## config.mk

```make
export PLATFORM = sky130hd
export DESIGN_NAME = uart_comm_flat
export DESIGN_NICKNAME = d
export VERILOG_FILES = /design/src/rtl/uart_comm_if.sv /design/src/rtl/uart_comm.sv /design/src/flat_wrapper.sv
export SDC_FILE = /design/constraint.sdc
export NUM_CORES = 1
export LEC_CHECK = 0
export BUFFER_PORTS_ARGS = -buffer_cell sky130_fd_sc_hd__clkbuf_2
export CAP_MARGIN = 40
export CELL_PAD_IN_SITES_DETAIL_PLACEMENT = 0
export CELL_PAD_IN_SITES_GLOBAL_PLACEMENT = 1
export CORE_ASPECT_RATIO = 0.75
export CORE_MARGIN = 2
export CORE_UTILIZATION = 45
export DETAILED_ROUTE_END_ITERATION = 12
export PLACE_DENSITY_LB_ADDON = 0.1
export SLEW_MARGIN = 15
export SYNTH_ARGS = -nofsm -noshare
export SYNTH_HDL_FRONTEND = slang
export SYNTH_SLANG_ARGS = --single-unit
```

## constraint.sdc

```tcl
create_clock -name clk -period 6.6 [get_ports clk]
set_clock_uncertainty 0.15 [all_clocks]
set_input_delay 1.32 -clock clk [delete_from_list [all_inputs] [get_ports clk]]
set_output_delay 1.32 -clock clk [all_outputs]
set_load 0.01 [all_outputs]
```

## src/rtl/uart_comm_if.sv

```systemverilog
// Serial-side bundle of uart_comm: the two UART lines plus the enable-mask view.
// master = host/line side, slave = the uart_comm block.
interface uart_comm_if;
    logic        serial_rx;
    logic        serial_tx;
    logic [15:0] enabled_out;

    modport master (output serial_rx, input serial_tx, input enabled_out);
    modport slave  (input serial_rx, output serial_tx, output enabled_out);
endinterface

```

## src/rtl/uart_comm.sv

```systemverilog
// UART (8N1) command block: reads/writes a 16-bit enable mask and, when COMM_PIN_MAP_EN
// is defined, a 32-bit pin map. Every command is answered with the register value, LSB byte first.
module uart_comm #(
    parameter int CLK_PER_BIT = 16
) (
    input  logic        clk,
    input  logic        rst,
    uart_comm_if.slave  bus
);
    localparam int CW = $clog2(CLK_PER_BIT + 1);
    localparam logic [CW-1:0] BIT_LAST  = CW'(CLK_PER_BIT - 1);
    localparam logic [CW-1:0] HALF_LAST = CW'(CLK_PER_BIT / 2 - 1);
    localparam logic [CW-1:0] STOP_LAST = CW'(CLK_PER_BIT - 2);
`ifdef COMM_PIN_MAP_EN
    localparam int PAY_W  = 24;
    localparam int RESP_W = 32;
`else
    localparam int PAY_W  = 8;
    localparam int RESP_W = 16;
`endif

    // ---------------- receiver ----------------
    typedef enum logic [1:0] {RX_IDLE, RX_START, RX_DATA, RX_STOP} rx_state_t;
    rx_state_t   rx_state_reg;
    logic [1:0]  rx_sync_reg;
    logic        rx_prev_reg;
    logic        rx_s;
    logic [CW-1:0] rx_cnt_reg;
    logic [2:0]  rx_bit_reg;
    logic [7:0]  rx_shift_reg;
    logic [7:0]  rx_byte_reg;
    logic        rx_valid_reg;

    assign rx_s = rx_sync_reg[1];

    always_ff @(posedge clk) begin
        if (rst) begin
            rx_state_reg <= RX_IDLE;
            rx_sync_reg  <= 2'b11;
            rx_prev_reg  <= 1'b1;
            rx_cnt_reg   <= '0;
            rx_bit_reg   <= '0;
            rx_shift_reg <= '0;
            rx_byte_reg  <= '0;
            rx_valid_reg <= 1'b0;
        end else begin
            rx_sync_reg  <= {rx_sync_reg[0], bus.serial_rx};
            rx_prev_reg  <= rx_s;
            rx_valid_reg <= 1'b0;
            case (rx_state_reg)
                RX_IDLE: begin
                    rx_cnt_reg <= '0;
                    if (rx_prev_reg && !rx_s) rx_state_reg <= RX_START;
                end
                RX_START: begin
                    // A start bit that is no longer low at mid-bit was a glitch.
                    if (rx_cnt_reg == HALF_LAST) begin
                        rx_cnt_reg   <= '0;
                        rx_bit_reg   <= '0;
                        rx_state_reg <= rx_s ? RX_IDLE : RX_DATA;
                    end else begin
                        rx_cnt_reg <= rx_cnt_reg + 1'b1;
                    end
                end
                RX_DATA: begin
                    if (rx_cnt_reg == BIT_LAST) begin
                        rx_cnt_reg   <= '0;
                        rx_shift_reg <= {rx_s, rx_shift_reg[7:1]};
                        if (rx_bit_reg == 3'd7) rx_state_reg <= RX_STOP;
                        else                    rx_bit_reg   <= rx_bit_reg + 3'd1;
                    end else begin
                        rx_cnt_reg <= rx_cnt_reg + 1'b1;
                    end
                end
                default: begin
                    if (rx_cnt_reg == BIT_LAST) begin
                        rx_cnt_reg   <= '0;
                        rx_state_reg <= RX_IDLE;
                        if (rx_s) begin
                            rx_valid_reg <= 1'b1;
                            rx_byte_reg  <= rx_shift_reg;
                        end
                    end else begin
                        rx_cnt_reg <= rx_cnt_reg + 1'b1;
                    end
                end
            endcase
        end
    end

    // ---------------- transmitter ----------------
    typedef enum logic [1:0] {TX_IDLE, TX_START, TX_DATA, TX_STOP} tx_state_t;
    tx_state_t   tx_state_reg;
    logic [CW-1:0] tx_cnt_reg;
    logic [2:0]  tx_bit_reg;
    logic [7:0]  tx_shift_reg;
    logic        serial_tx_reg;
    logic        tx_idle;
    logic        tx_start;
    logic [7:0]  tx_data;

    assign tx_idle       = (tx_state_reg == TX_IDLE);
    assign bus.serial_tx = serial_tx_reg;

    always_ff @(posedge clk) begin
        if (rst) begin
            tx_state_reg  <= TX_IDLE;
            tx_cnt_reg    <= '0;
            tx_bit_reg    <= '0;
            tx_shift_reg  <= '0;
            serial_tx_reg <= 1'b1;
        end else begin
            case (tx_state_reg)
                TX_IDLE: begin
                    tx_cnt_reg    <= '0;
                    serial_tx_reg <= 1'b1;
                    if (tx_start) begin
                        tx_shift_reg  <= tx_data;
                        serial_tx_reg <= 1'b0;
                        tx_state_reg  <= TX_START;
                    end
                end
                TX_START: begin
                    if (tx_cnt_reg == BIT_LAST) begin
                        tx_cnt_reg    <= '0;
                        tx_bit_reg    <= '0;
                        serial_tx_reg <= tx_shift_reg[0];
                        tx_state_reg  <= TX_DATA;
                    end else begin
                        tx_cnt_reg <= tx_cnt_reg + 1'b1;
                    end
                end
                TX_DATA: begin
                    if (tx_cnt_reg == BIT_LAST) begin
                        tx_cnt_reg <= '0;
                        if (tx_bit_reg == 3'd7) begin
                            serial_tx_reg <= 1'b1;
                            tx_state_reg  <= TX_STOP;
                        end else begin
                            tx_bit_reg    <= tx_bit_reg + 3'd1;
                            tx_shift_reg  <= tx_shift_reg >> 1;
                            serial_tx_reg <= tx_shift_reg[1];
                        end
                    end else begin
                        tx_cnt_reg <= tx_cnt_reg + 1'b1;
                    end
                end
                default: begin
                    // One cycle short: the idle cycle that accepts the next byte completes the stop bit.
                    if (tx_cnt_reg == STOP_LAST) begin
                        tx_cnt_reg   <= '0;
                        tx_state_reg <= TX_IDLE;
                    end else begin
                        tx_cnt_reg <= tx_cnt_reg + 1'b1;
                    end
                end
            endcase
        end
    end

    // ---------------- command FSM ----------------
    typedef enum logic [1:0] {ST_IDLE, ST_PAYLOAD, ST_SEND} state_t;
    state_t           state_reg;
    logic [1:0]       pay_cnt_reg;
    logic [PAY_W-1:0] pay_shift_reg;
    logic [15:0]      enable_mask_reg;
    logic [RESP_W-1:0] resp_reg;
    logic [2:0]       resp_left_reg;
    logic [15:0]      new_mask;
    logic             pay_last;
`ifdef COMM_PIN_MAP_EN
    logic [31:0]      pin_map_reg;
    logic [31:0]      new_pin;
    logic             cmd_wr_pin_reg;

    assign new_pin  = {rx_byte_reg, pay_shift_reg};
    assign pay_last = cmd_wr_pin_reg ? (pay_cnt_reg == 2'd3) : (pay_cnt_reg == 2'd1);
`else
    assign pay_last = (pay_cnt_reg == 2'd1);
`endif

    assign new_mask        = {rx_byte_reg, pay_shift_reg[PAY_W-1 -: 8]};
    assign tx_start        = (state_reg == ST_SEND) && (resp_left_reg != 3'd0) && tx_idle;
    assign tx_data         = resp_reg[7:0];
    assign bus.enabled_out = enable_mask_reg;

    always_ff @(posedge clk) begin
        if (rst) begin
            state_reg       <= ST_IDLE;
            pay_cnt_reg     <= '0;
            pay_shift_reg   <= '0;
            enable_mask_reg <= '0;
            resp_reg        <= '0;
            resp_left_reg   <= '0;
`ifdef COMM_PIN_MAP_EN
            pin_map_reg     <= '0;
            cmd_wr_pin_reg  <= 1'b0;
`endif
        end else begin
            case (state_reg)
                ST_IDLE: begin
                    pay_cnt_reg <= '0;
                    if (rx_valid_reg) begin
                        case (rx_byte_reg)
`ifdef COMM_PIN_MAP_EN
                            8'h01: begin
                                resp_reg      <= pin_map_reg;
                                resp_left_reg <= 3'd4;
                                state_reg     <= ST_SEND;
                            end
                            8'h02: begin
                                cmd_wr_pin_reg <= 1'b1;
                                state_reg      <= ST_PAYLOAD;
                            end
`endif
                            8'h03: begin
                                resp_reg      <= RESP_W'(enable_mask_reg);
                                resp_left_reg <= 3'd2;
                                state_reg     <= ST_SEND;
                            end
                            8'h04: begin
`ifdef COMM_PIN_MAP_EN
                                cmd_wr_pin_reg <= 1'b0;
`endif
                                state_reg <= ST_PAYLOAD;
                            end
                            default: ;
                        endcase
                    end
                end
                ST_PAYLOAD: begin
                    if (rx_valid_reg) begin
`ifdef COMM_PIN_MAP_EN
                        pay_shift_reg <= {rx_byte_reg, pay_shift_reg[PAY_W-1:8]};
`else
                        pay_shift_reg <= rx_byte_reg;
`endif
                        pay_cnt_reg <= pay_cnt_reg + 2'd1;
                        if (pay_last) begin
                            state_reg <= ST_SEND;
`ifdef COMM_PIN_MAP_EN
                            if (cmd_wr_pin_reg) begin
                                pin_map_reg   <= new_pin;
                                resp_reg      <= new_pin;
                                resp_left_reg <= 3'd4;
                            end else
`endif
                            begin
                                enable_mask_reg <= new_mask;
                                resp_reg        <= RESP_W'(new_mask);
                                resp_left_reg   <= 3'd2;
                            end
                        end
                    end
                end
                default: begin
                    // Stay here until the last byte has left the line, so received bytes are dropped.
                    if (tx_start) begin
                        resp_reg      <= resp_reg >> 8;
                        resp_left_reg <= resp_left_reg - 3'd1;
                    end else if (resp_left_reg == 3'd0 && tx_idle) begin
                        state_reg <= ST_IDLE;
                    end
                end
            endcase
        end
    end
endmodule

```

## src/flat_wrapper.sv

```systemverilog
// flat-port wrapper written by rule: the top's interface ports become plain ports
module uart_comm_flat 
#(
    parameter int CLK_PER_BIT = 16
)
  (clk, rst, bus_serial_rx, bus_serial_tx, bus_enabled_out);
  uart_comm_if bus_i ();
  input  logic clk;
  input  logic rst;
  input wire logic [$bits(bus_i.serial_rx)-1:0] bus_serial_rx;
  output wire logic [$bits(bus_i.serial_tx)-1:0] bus_serial_tx;
  output wire logic [$bits(bus_i.enabled_out)-1:0] bus_enabled_out;
  assign bus_i.serial_rx = bus_serial_rx;
  assign bus_serial_tx = bus_i.serial_tx;
  assign bus_enabled_out = bus_i.enabled_out;
  uart_comm #(.CLK_PER_BIT(CLK_PER_BIT)) u_core (.clk(clk), .rst(rst), .bus(bus_i));
endmodule
```

[Word level (Yosys, flattened, before mapping)]
Index checks and enable logic that the tools add are counted.
Operators by class
  $add $sub $neg: 6
  equality and inequality tests: 31
  muxes and demuxes: 58
  bitwise gates (word level): 2
  reductions and logical operators: 35
Operators with widths (count)
  two-way mux 16 bit: 5
  two-way mux 2 bit: 17
  two-way mux 3 bit: 11
  case mux 16 bit (2 select lines): 1
  two-way mux 8 bit: 3
  two-way mux 5 bit: 4
  != test 2 x 1 -> 1 bit (second input constant): 10
  case mux 5 bit (2 select lines): 2
  case mux 3 bit (2 select lines): 3
  case mux 8 bit (2 select lines): 1
  equality test 5 x 4 -> 1 bit (second input constant): 3
  AND reduction 5 bit: 3
  nonzero test 3 bit: 5
  case mux 2 bit (2 select lines): 3
  case mux 2 bit (3 select lines): 2
  AND reduction 4 bit: 3
  adder 5 x 1 -> 5 bit (second input constant): 2
  AND reduction 3 bit: 3
  equality test 2 x 1 -> 1 bit (second input constant): 4
  equality test 8 x 2 -> 1 bit (second input constant): 1
  equality test 8 x 3 -> 1 bit (second input constant): 1
  != test 2 bit (second input constant): 4
  nonzero test 2 bit: 4
  adder 3 x 1 -> 3 bit (second input constant): 2
  other kinds (19): 35
Word-level totals
  register bits after elaboration: 96
  bits of input ports: 3
  output and inout bits: 17
  word-level logic and storage cells: 151

[Depth between registers and ports, before layout]
  depth in word-level cells: 5
  depth in mapped cells: 9
  depth with buffers taken out: 8

[Worst setup path after synthesis]
Ideal clock, no wire load.
  kind: input-to-reg
  from: input rst
  to: register u_core.rx_cnt_reg[0]
  library setup time: 0.130 ns
  data arrival time: 2.164 ns
  data required time: 6.320 ns
  path slack: 4.156 ns
  cell stages on the path: 4
  buffers on the path: 3
  cell sequence: clkbuf_1 -> clkbuf_1 -> clkbuf_1 -> nor3_1
RTL lines
  start: declaration: line flat_wrapper.sv:9  | input logic rst;
  end signal: assignment: line uart_comm.sv:62  | rx_cnt_reg <= rx_cnt_reg + 1'b1;
  end signal: assignment: line uart_comm.sv:72  | rx_cnt_reg <= rx_cnt_reg + 1'b1;
  end signal: assignment: line uart_comm.sv:84  | rx_cnt_reg <= rx_cnt_reg + 1'b1;
  end: declaration: line uart_comm.sv:28  | logic [CW-1:0] rx_cnt_reg;
No word-level cell between the ends.

==> metrics.txt <==
number of core rows=31; Slew @ Worst Pin=1030 ps; Worst-path clk slew=60 ps; area of the multi-input gates=2340 um2; CTS Root Cell=clkbuf_16; Buf/Inv on CP=3; Mapped Area=4460 um2; CTS resizes=0; Post-Layout Inst Area=4950 um2; Slew Limit Headroom=31.7%; worst reg2reg endpoint=u_core.resp_left_reg[2]$_SDFFE_PP0P_; slowest CP cell=buf_4; Clk Latency, worst-skew pair=340 ps; CTS Sinks=96; DP Worst Slack=3140 ps; Top FF cell, synth=dfxtp_1; crit path max fanout=69; unrepaired setup endpoints after global routing=false; Synth Register Bits=96; n_diodes=0; CTS Buffer Depth=2; Avg Inst Size Synth=8.74 um2; Ports=20; CP delay by family, top=buffers and inverters; Endpoint, Worst Hold=u_core.rx_sync_reg[1]$_SDFF_PP1_; register area share after synthesis=43.1%; Detail Route Antenna Nets=0; Worst Path Required=6670 ps; Inserted Clock Buffers=9; Layout Area Growth over Synthesis=11.1%; DRT Pass-1 Iters=4; Core Box Area=9660 um2; layout net count=537; crit path time final=3080 ps; initial antenna violation count=0; Arr. time, crit path=3150 ps; setup bufs post-CTS=0; CTS H-tree depth=3; worst vdd ir=0.172 mV; R2R setup slack=4010 ps; IO Port Bufs=19; post-place instance area=4620 um2; final hold vios=0; fmax=325 MHz; wire per inst=14.8 um; critical path launch point type=primary input; leakage=1.84 nW; Syn Nets=535; GRT Total Usage=18.7%; outcome=complete, no violations; CTS tree=yes; number of fill cells in the layout=928; Final Setup Violations=0; utilization after layout=51.3%; register area=1920 um2; vias per cell=5.39; via count=3498; layout cell share with drive strength beyond 1=9.67%; most common cell after layout, fill and taps aside=dfxtp_1; Async SR Flop Fraction=0%; # hold bufs at CTS=0; number of global-route vias before repair=3345; Critical Path End Type=flop; first-pass GRT wire length=16.3 mm; Placer Congestion=0.738; Final WS setup=3520 ps; FF-to-FF Start=u_core.resp_left_reg[0]$_SDFFE_PP0P_; grt ovf=0; critical-path cell list=buf_2, buf_4, inv_1, o21ai_0, nor2_1; TNS Setup=0 ps; hpwl dp=6.33 mm; Crit Path Category=primary input to flop; library cells used by synthesis=57; Power Dens Cells=255 nW/um2; hold wc startpoint=u_core.rx_sync_reg[0]$_SDFF_PP1_; Yosys warnings=0; Period Utilization, post-route=46.7%; HP Class=flop to flop; final wirelength=9.57 mm; number of max-cap violations=0; worst-case reg-to-reg path depth=7; delay of the slowest critical-path stage=660 ps; largest net degree at the start of global routing=70; max-slew violations=0; Die W=119 um; Die H=90.2 um; commonest cells after routing, fill and taps aside=96 x dfxtp_1, 68 x nand2_1, 50 x nor2_1; Post-Syn Instances=510; Post-synth EDFFs=0; Post-route DRC=0; Hold Path Depth=1; Initial Util=46.2%; Die Footprint=10700 um2; initial drt markers=224
[per-stage QoR]
step | total power, mW | hold WS (ps) | cells
global route | 1.32 | 296 | 649
finish | 1.26 | 278 | 649
detailed placement | 0.711 | 265 | 632
global placement | 0.709 | 251 | 631
CTS | 1.28 | 288 | 648
floorplan | 0.689 | 239 | 510
[worst max-delay path by stage]
stage / end / cells after the start / from
2_1_floorplan: u_core.rx_cnt_reg[0]$_SDFF_PP0_ / 4 / rst
3_3_place_gp: u_core.tx_cnt_reg[3]$_SDFF_PP0_ / 5 / rst
3_5_place_dp: u_core.tx_cnt_reg[2]$_SDFF_PP0_ / 5 / rst
4_1_cts: u_core.tx_cnt_reg[2]$_SDFF_PP0_ / 5 / rst
5_1_grt: u_core.tx_cnt_reg[3]$_SDFF_PP0_ / 5 / rst
6_report: u_core.tx_cnt_reg[3]$_SDFF_PP0_ / 5 / rst
[synth_stat cells, drive strengths merged (6+ instances only)]
cell	number	area, um2
dfxtp	96	1920
nand2	68	255
nor2	51	194
mux2i	42	420
a21oi	38	190
o21ai	32	160
clkbuf	23	86.3
ha	22	275
inv	17	63.8
nand3	16	80.1
or4b	11	114
buf	9	45.0
or4	8	60.1
a211oi	7	52.6
a22oi	7	57.6
nand2b	6	37.5
[cells by family after synthesis]
group	synth area share (%)
AOI/OAI and AO/OA	14.2
xor gates and xnor gates	0.786
adders and majority gates	6.17
buffers and inverters	4.38
DFF	43.1
muxes	9.93
and+or+nand+nor	21.4
[metal layers]
layer / GRT usage (%) / vias to the layer above / share of wire, %
met2: 27.5 / 47 / 43
met3: 5.01 / 10 / 3.9
met5: 0 / - / 0
met1: 27.0 / 1647 / 52
li1: - / 1794 / -
met4: 4.96 / 0 / 1.2
[power by group]
part	total, mW	switching, mW	leakage, nW	internal (mW)
registers	0.602	0.00939	0.774	0.592
clock network	0.566	0.223	0.155	0.343
logic	0.0962	0.0611	0.908	0.0352
[cell type report]
| type | count | area share (%) |
|---|---|---|
| flip-flops and latches | 96 | 38.8 |
| multi-input cells | 365 | 47.3 |
| clock buffers | 10 | 4.82 |
| repair buffers | 23 | 2.63 |
| clock inverters | 6 | 1.87 |
| well taps | 132 | 3.33 |
| inverters | 17 | 1.29 |
[worst register-to-register path: stages, from the launching register on]
cell,delay (ps)
dfxtp_1,320
inv_1,60
ha_1,210
ha_1,220
nor3b_2,370
a22oi_2,370
or4b_2,710
o31ai_1,90
Note: power is estimated with default switching activity, not from simulation.
